==> src/rtl/debouncer_multi_if.sv <==
// Signal bundle between raw switch pins and the multi-channel debouncer.
// The slave side is the debouncer; the master side drives the pins and observes the results.
interface debouncer_multi_if #(
  parameter int CHANNELS = 4
);
  logic [CHANNELS-1:0] switchIn;
  logic [CHANNELS-1:0] debounceOut;
  logic [CHANNELS-1:0] risePulse;
  logic [CHANNELS-1:0] fallPulse;
  logic                beat;

  modport master (
    output switchIn,
    input  debounceOut,
    input  risePulse,
    input  fallPulse,
    input  beat
  );

  modport slave (
    input  switchIn,
    output debounceOut,
    output risePulse,
    output fallPulse,
    output beat
  );
endinterface

==> src/rtl/debouncer_multi.sv <==
// Multi-channel switch debouncer: 2-flop synchroniser, periodic sample beat,
// DEPTH-sample hysteresis per channel and one-cycle rise/fall pulses.
module debouncer_multi #(
  parameter int CHANNELS   = 4,
  parameter int TICK_DIV   = 3_333_333,
  parameter int DEPTH      = 3,
  parameter bit INIT_LEVEL = 1'b0
) (
  input logic              clk,
  input logic              reset,
  debouncer_multi_if.slave bus
);

  localparam int CNT_W = (TICK_DIV > 1) ? $clog2(TICK_DIV) : 1;
  localparam logic [CNT_W-1:0] CNT_LAST = CNT_W'(TICK_DIV - 1);

  // Newest sample enters at bit 0; older samples move toward the MSB.
  function automatic logic [DEPTH-1:0] shift_in(input logic [DEPTH-1:0] hist,
                                                input logic             sample);
    return {hist[DEPTH-2:0], sample};
  endfunction

  // A full run of ones sets, a full run of zeros clears, anything mixed holds.
  function automatic logic [CHANNELS-1:0] settle(input logic [CHANNELS-1:0] cur,
                                                 input logic [CHANNELS-1:0] ones,
                                                 input logic [CHANNELS-1:0] zeros);
    return (cur | ones) & ~zeros;
  endfunction

  logic [CNT_W-1:0]    cnt;
  logic                beat_p0;
  logic [CHANNELS-1:0] sync_p0;
  logic [CHANNELS-1:0] sync_p1;
  logic [DEPTH-1:0]    hist      [CHANNELS];
  logic [DEPTH-1:0]    hist_next [CHANNELS];
  logic [CHANNELS-1:0] all_one;
  logic [CHANNELS-1:0] all_zero;
  logic [CHANNELS-1:0] level;
  logic [CHANNELS-1:0] rise;
  logic [CHANNELS-1:0] fall;

  // Beat generator: registered strobe, one cycle per TICK_DIV clocks
  always_ff @(posedge clk) begin
    if (reset) begin
      cnt     <= '0;
      beat_p0 <= 1'b0;
    end else if (cnt == CNT_LAST) begin
      cnt     <= '0;
      beat_p0 <= 1'b1;
    end else begin
      cnt     <= cnt + CNT_W'(1);
      beat_p0 <= 1'b0;
    end
  end

  // Stage p0/p1: two-flop synchroniser, runs every clock
  always_ff @(posedge clk) begin
    if (reset) begin
      sync_p0 <= {CHANNELS{INIT_LEVEL}};
      sync_p1 <= {CHANNELS{INIT_LEVEL}};
    end else begin
      sync_p0 <= bus.switchIn;
      sync_p1 <= sync_p0;
    end
  end

  always_comb begin
    all_one  = '0;
    all_zero = '0;
    for (int ch = 0; ch < CHANNELS; ch++) begin
      hist_next[ch] = shift_in(hist[ch], sync_p1[ch]);
      all_one[ch]   = &hist_next[ch];
      all_zero[ch]  = ~|hist_next[ch];
    end
  end

  // History/level stage: decisions use the history including the sample taken this beat
  always_ff @(posedge clk) begin
    if (reset) begin
      for (int ch = 0; ch < CHANNELS; ch++) begin
        hist[ch] <= {DEPTH{INIT_LEVEL}};
      end
      level <= {CHANNELS{INIT_LEVEL}};
      rise  <= '0;
      fall  <= '0;
    end else if (beat_p0) begin
      for (int ch = 0; ch < CHANNELS; ch++) begin
        hist[ch] <= hist_next[ch];
      end
      level <= settle(level, all_one, all_zero);
      rise  <= all_one & ~level;
      fall  <= all_zero & level;
    end else begin
      rise <= '0;
      fall <= '0;
    end
  end

  assign bus.debounceOut = level;
  assign bus.risePulse   = rise;
  assign bus.fallPulse   = fall;
  assign bus.beat        = beat_p0;

endmodule
==> src/flat_wrapper.sv <==
// flat-port wrapper written by rule: the top's interface ports become plain ports
module debouncer_multi_flat 
#(
  parameter int CHANNELS   = 4,
  parameter int TICK_DIV   = 3_333_333,
  parameter int DEPTH      = 3,
  parameter bit INIT_LEVEL = 1'b0
)
  (clk, reset, bus_switchIn, bus_debounceOut, bus_risePulse, bus_fallPulse, bus_beat);
  debouncer_multi_if #(.CHANNELS(CHANNELS)) bus_i ();
  input logic clk;
  input logic reset;
  input wire logic [$bits(bus_i.switchIn)-1:0] bus_switchIn;
  output wire logic [$bits(bus_i.debounceOut)-1:0] bus_debounceOut;
  output wire logic [$bits(bus_i.risePulse)-1:0] bus_risePulse;
  output wire logic [$bits(bus_i.fallPulse)-1:0] bus_fallPulse;
  output wire logic [$bits(bus_i.beat)-1:0] bus_beat;
  assign bus_i.switchIn = bus_switchIn;
  assign bus_debounceOut = bus_i.debounceOut;
  assign bus_risePulse = bus_i.risePulse;
  assign bus_fallPulse = bus_i.fallPulse;
  assign bus_beat = bus_i.beat;
  debouncer_multi #(.CHANNELS(CHANNELS), .TICK_DIV(TICK_DIV), .DEPTH(DEPTH), .INIT_LEVEL(INIT_LEVEL)) u_core (.clk(clk), .reset(reset), .bus(bus_i));
endmodule
==> config.mk <==
export PLATFORM = sky130hd
export DESIGN_NAME = debouncer_multi_flat
export DESIGN_NICKNAME = d
export VERILOG_FILES = /design/src/rtl/debouncer_multi_if.sv /design/src/rtl/debouncer_multi.sv /design/src/flat_wrapper.sv
export SDC_FILE = /design/constraint.sdc
export NUM_CORES = 1
export LEC_CHECK = 0
export ABC_AREA = 0
export CAP_MARGIN = 20
export CORE_MARGIN = 3
export CORE_UTILIZATION = 60
export CTS_CLUSTER_SIZE = 14
export DETAILED_ROUTE_END_ITERATION = 7
export PLACE_DENSITY = 0.91
export SLEW_MARGIN = 0
export SYNTH_ARGS = -nofsm -noshare
export SYNTH_HDL_FRONTEND = slang
export SYNTH_SLANG_ARGS = --single-unit
==> constraint.sdc <==
create_clock -name clk -period 4.9 [get_ports clk]
set_clock_uncertainty 0.1 [all_clocks]
set_input_delay 0.98 -clock clk [delete_from_list [all_inputs] [get_ports clk]]
set_output_delay 0.98 -clock clk [all_outputs]
set_load 0.03 [all_outputs]
* Word level (Yosys, flattened, before mapping)
Memories as Yosys holds them, arrays and structs flattened. Cells that the tools add are included.
Operators by class: $add $sub $neg 1, equality and inequality tests 1, multiplexer cells 10, bitwise gates (word level) 11, reductions and logical operators 14
Operators by type and width (number):
- adder 22 x 1 -> 22 bit (second input constant) | 1
- == test 22 bit (second input constant) | 1
- AND 4 bit | 3
- two-way mux 3 bit | 4
- AND reduction 3 bit | 4
- OR reduction 3 bit | 4
- inverter 4 bit | 2
- two-way mux 1 bit | 6
- zero test 1 bit | 4
- OR 1 bit | 4
- OR 4 bit | 1
- OR reduction 2 bit | 2
- inverter 1 bit | 1
Word-level totals: register bits after elaboration 43, memory bits (writable) 12, output and inout port bits 13, word-level logic and storage cells 45, memories 1
Memory list:
- u_core.hist | words 4, width 3, read ports 4, clocked after Yosys merged registers in 0, write ports 4, line debouncer_multi.sv:34 | logic [DEPTH-1:0] hist [CHANNELS];

* Depth between registers and ports, before layout
depth in word-level cells 4, depth in mapped cells 7

* Worst setup path after synthesis
No wires, ideal clock.
path type reg2reg, start point register u_core.cnt[0], end point register u_core.cnt[20], arrival time 1768 ps, required time 4734 ps, path slack 2966 ps, cell stages (with the launch flop) 7, clock period less this slack 1934 ps, cell sequence dfxtp_1 ha_1 nand4_1 or4_1 buf_2 or3_1 a21oi_2
On the way: word-level cells in the longest chain between the ends 2, elaborated cells between the ends (all ways) 3
Ends and longest elaborated chain:
- start: declaration | line debouncer_multi.sv:30 | logic [CNT_W-1:0] cnt;
- start signal: assignment | line debouncer_multi.sv:51 | cnt <= cnt + CNT_W'(1);
- parallel branches: the longest is 2 deep, another holds adder 22 x 1 -> 22 bit
Several ways; the timed one is not identified. A chain may end at the register's enable or synchronous reset.

* Worst setup path in the final report
start point register u_core.beat_p0, in the netlist u_core.bus.beat, end point output port bus_beat
RTL lines:
- start: declaration | line debouncer_multi.sv:31 | logic beat_p0;
- start signal: assignment | line debouncer_multi.sv:46 | beat_p0 <= 1'b0;
- start signal: assignment | line debouncer_multi.sv:49 | beat_p0 <= 1'b1;
- start signal: assignment | line debouncer_multi.sv:52 | beat_p0 <= 1'b0;
- end: declaration | line flat_wrapper.sv:17 | output wire logic [$bits(bus_i.beat)-1:0] bus_beat;
No word-level cell between the ends.

==> reports/results.tsv <==
metric	value	unit
status	completed	
fin_crit_sh	0.561	
hold_viol	0	
synth_simple_gate_area_frac	0.302	
slowest_delay	0.74	ns
worst_hold_path_type	flip-flop to flip-flop	
synthTopCellsByArea	dfxtp_1, edfxtp_1, and4b_1	
firstDrtPassIters	4	
clockBufferDepth	2	
hpwl	2.45	mm
relSlewSlack	0.603	
ys_seq_area_frac	0.536	
critical_path_class	flip-flop to output port	
final.setup.worst_slack	2.15	ns
tns	0	ns
stdcell_count	271	
syn_area	2060	sq um
cts.htree.levels	2	
tightest_slew	0.594	ns
synth_compound_area_frac	0.0700	
post_cts_buffers	0	
totalWireLength	3.51	mm
dp_cells	263	
start_util	0.652	
async_reset_ff_frac	0	
layout-drive-gt1-share	0.0617	
max-vdd-ir-drop	0.199	mV
drtIter0Drc	56	
gp_congestion	0.872	
grt_pass1_vias	1426	
drc	0	
portBuffers	18	
fmax	364	MHz
synth_top_family_by_area	simple AND/OR/NAND/NOR gates	
cp-end-kind	output port	
clk_latency	0.37	ns
ys_types	33	
final_nets	234	
synth-seq-cells	51	
grt_max_degree	23	
ios	19	
row_count	20	
netlist.area_leader.share	0.419	
vias_per_cell	5.67	
fp.dieH	64.5	um
cts_hold_buf	0	
worstPathRequired	3.82	ns
cts_buffers	5	
setup_viol	0	
grt_antenna_before_repair	0	
ff_latch_area	1100	sq um
path_cells	clkdlybuf4s50_1	
fillers	246	
start_kind	flip-flop	
ys.flop_type	dfxtp_1	
cts_tree	done	
synth_xor_area_frac	0.0511	
maxCapViolCount	0	
critPathArrivalTime	1.67	ns
multi_input_area	895	sq um
yosys_warnings	0	
diodes	0	
clock-root-buffer	clkbuf_4	
core_area	3150	sq um
ant_nets	0	
syn_nets	217	
synth_most_common_cell	dfxtp_1	
dieArea	4160	sq um
finish.utilization	0.732	
rsz0062_at_grt	false	
critical-path-top-delay-family	buffers and inverters	
cts_resized	0	
syn_avg_cell_area	9.84	sq um
grt_overflow	0	
critPathBufInv	1	
chipWidth	64.5	um
wl_per_cell	12.9	um
cts.clk_slew.worst_paths	0.15	ns
post-place-ws	2.01	ns
period_minus_slack	2.75	ns
p_per_area	278	nW/um^2
synthMuxAreaShare	0	
synthCells	209	
p_leak	0.799	nW
synth_edf_count	8	
slew_viol_final	0	
synth_adder_area_share	0.0122	
synth_largest_area_cell	dfxtp_1	
cts.sinks	51	
worstPathMaxFanout	11	
synth_commonest_cells	dfxtp_1, nor2_1, nand2_1, a21oi_1	
vias	1537	
crit_path_top_delay_cell	clkdlybuf4s50_1	
grt_pass1_wl	6.38	mm
syn_to_final_growth	12.2	%
grtUsageTotal	0.197	
-- per-stage QoR --
step	cell area (sq um)	power (mW)	hold slack [ns]
after floorplan	2060	0.459	0.314
after global placement	2250	0.465	0.317
after detailed placement	2250	0.466	0.330
after CTS	2310	0.644	0.359
after global routing	2310	0.666	0.374
final	2310	0.641	0.358
-- worst paths after layout --
| check | from | end | slack [ns] | cells after the start |
|---|---|---|---|---|
| worst max-delay path | u_core.bus.beat | bus_beat | 2.15 | 1 |
| worst min-delay path | u_core.sync_p0[0] | u_core.sync_p1[0] | 0.36 | 1 |
| worst max register to register | u_core.cnt[0] | u_core.cnt[18] | 2.75 | 5 |
| worst min register to register | u_core.sync_p0[0] | u_core.sync_p1[0] | 0.36 | 1 |
-- kinds of logic after synthesis --
group | count (synthesis)
buf+inv | 13
compound gates | 24
flops | 51
simple gates | 107
fa+ha+maj | 2
xor+xnor | 12
-- cell type report --
| class | count | share of cell area |
|---|---|---|
| clock buffers | 5 | 0.0163 |
| flip-flops and latches | 51 | 0.477 |
| repair buffers | 18 | 0.0781 |
| well taps | 44 | 0.0239 |
| inverters | 5 | 0.00813 |
| clock inverters | 3 | 0.00868 |
| multi-input cells | 145 | 0.388 |
-- report_power, final --
group | leakage, nW | switching, mW | internal (mW) | total (mW)
Combinational | 0.339 | 0.0103 | 0.00883 | 0.0191
Sequential | 0.431 | 0.00604 | 0.432 | 0.438
Clock | 0.0288 | 0.129 | 0.0553 | 0.184
-- placed cells by master, fill, tap and decap left out --
cell	Yosys	final
dfxtp_1	43	43
nor2_1	20	20
nand2_1	18	18
clkdlybuf4s50_1	0	18
a21oi_1	10	10
nor2b_1	9	9
and2_1	9	9
nand3_1	8	8
and4b_1	8	8
edfxtp_1	8	8
o21ai_0	7	7
nand4_1	6	6
or4_1	6	6
xnor2_1	6	6
xor2_1	6	6
inv_1	5	5
and3_1	5	5
clkbuf_4	0	5
o31ai_1	4	4
or2_2	3	3
and4_1	3	3
nor4_1	3	3
nor3_1	3	3
or3_1	2	2
a21oi_2	2	2
ha_1	2	2
nand4_2	1	1
nor4bb_1	1	1
nand4bb_1	1	1
a41o_2	1	1
nand2b_1	1	1
clkinvlp_4	0	1
clkinv_4	0	1
clkinv_1	0	1
-- per-layer routing --
metal | share of wire | track usage
met1 | 0.46 | 0.254
met2 | 0.47 | 0.313
met3 | 0.048 | 0.0451
met4 | 0.020 | 0.0950
met5 | 0 | 0
-- flip-flops by register name (all words and copies together) (netlist names) --
signal,cells
u_core.sync_p0,4
u_core.bus.risePulse,4
u_core.hist,8
u_core.bus.fallPulse,4
u_core.bus.debounceOut,4
u_core.sync_p1,4
u_core.cnt,22
u_core.bus.beat,1
Note: power is estimated with default switching activity, not from simulation.
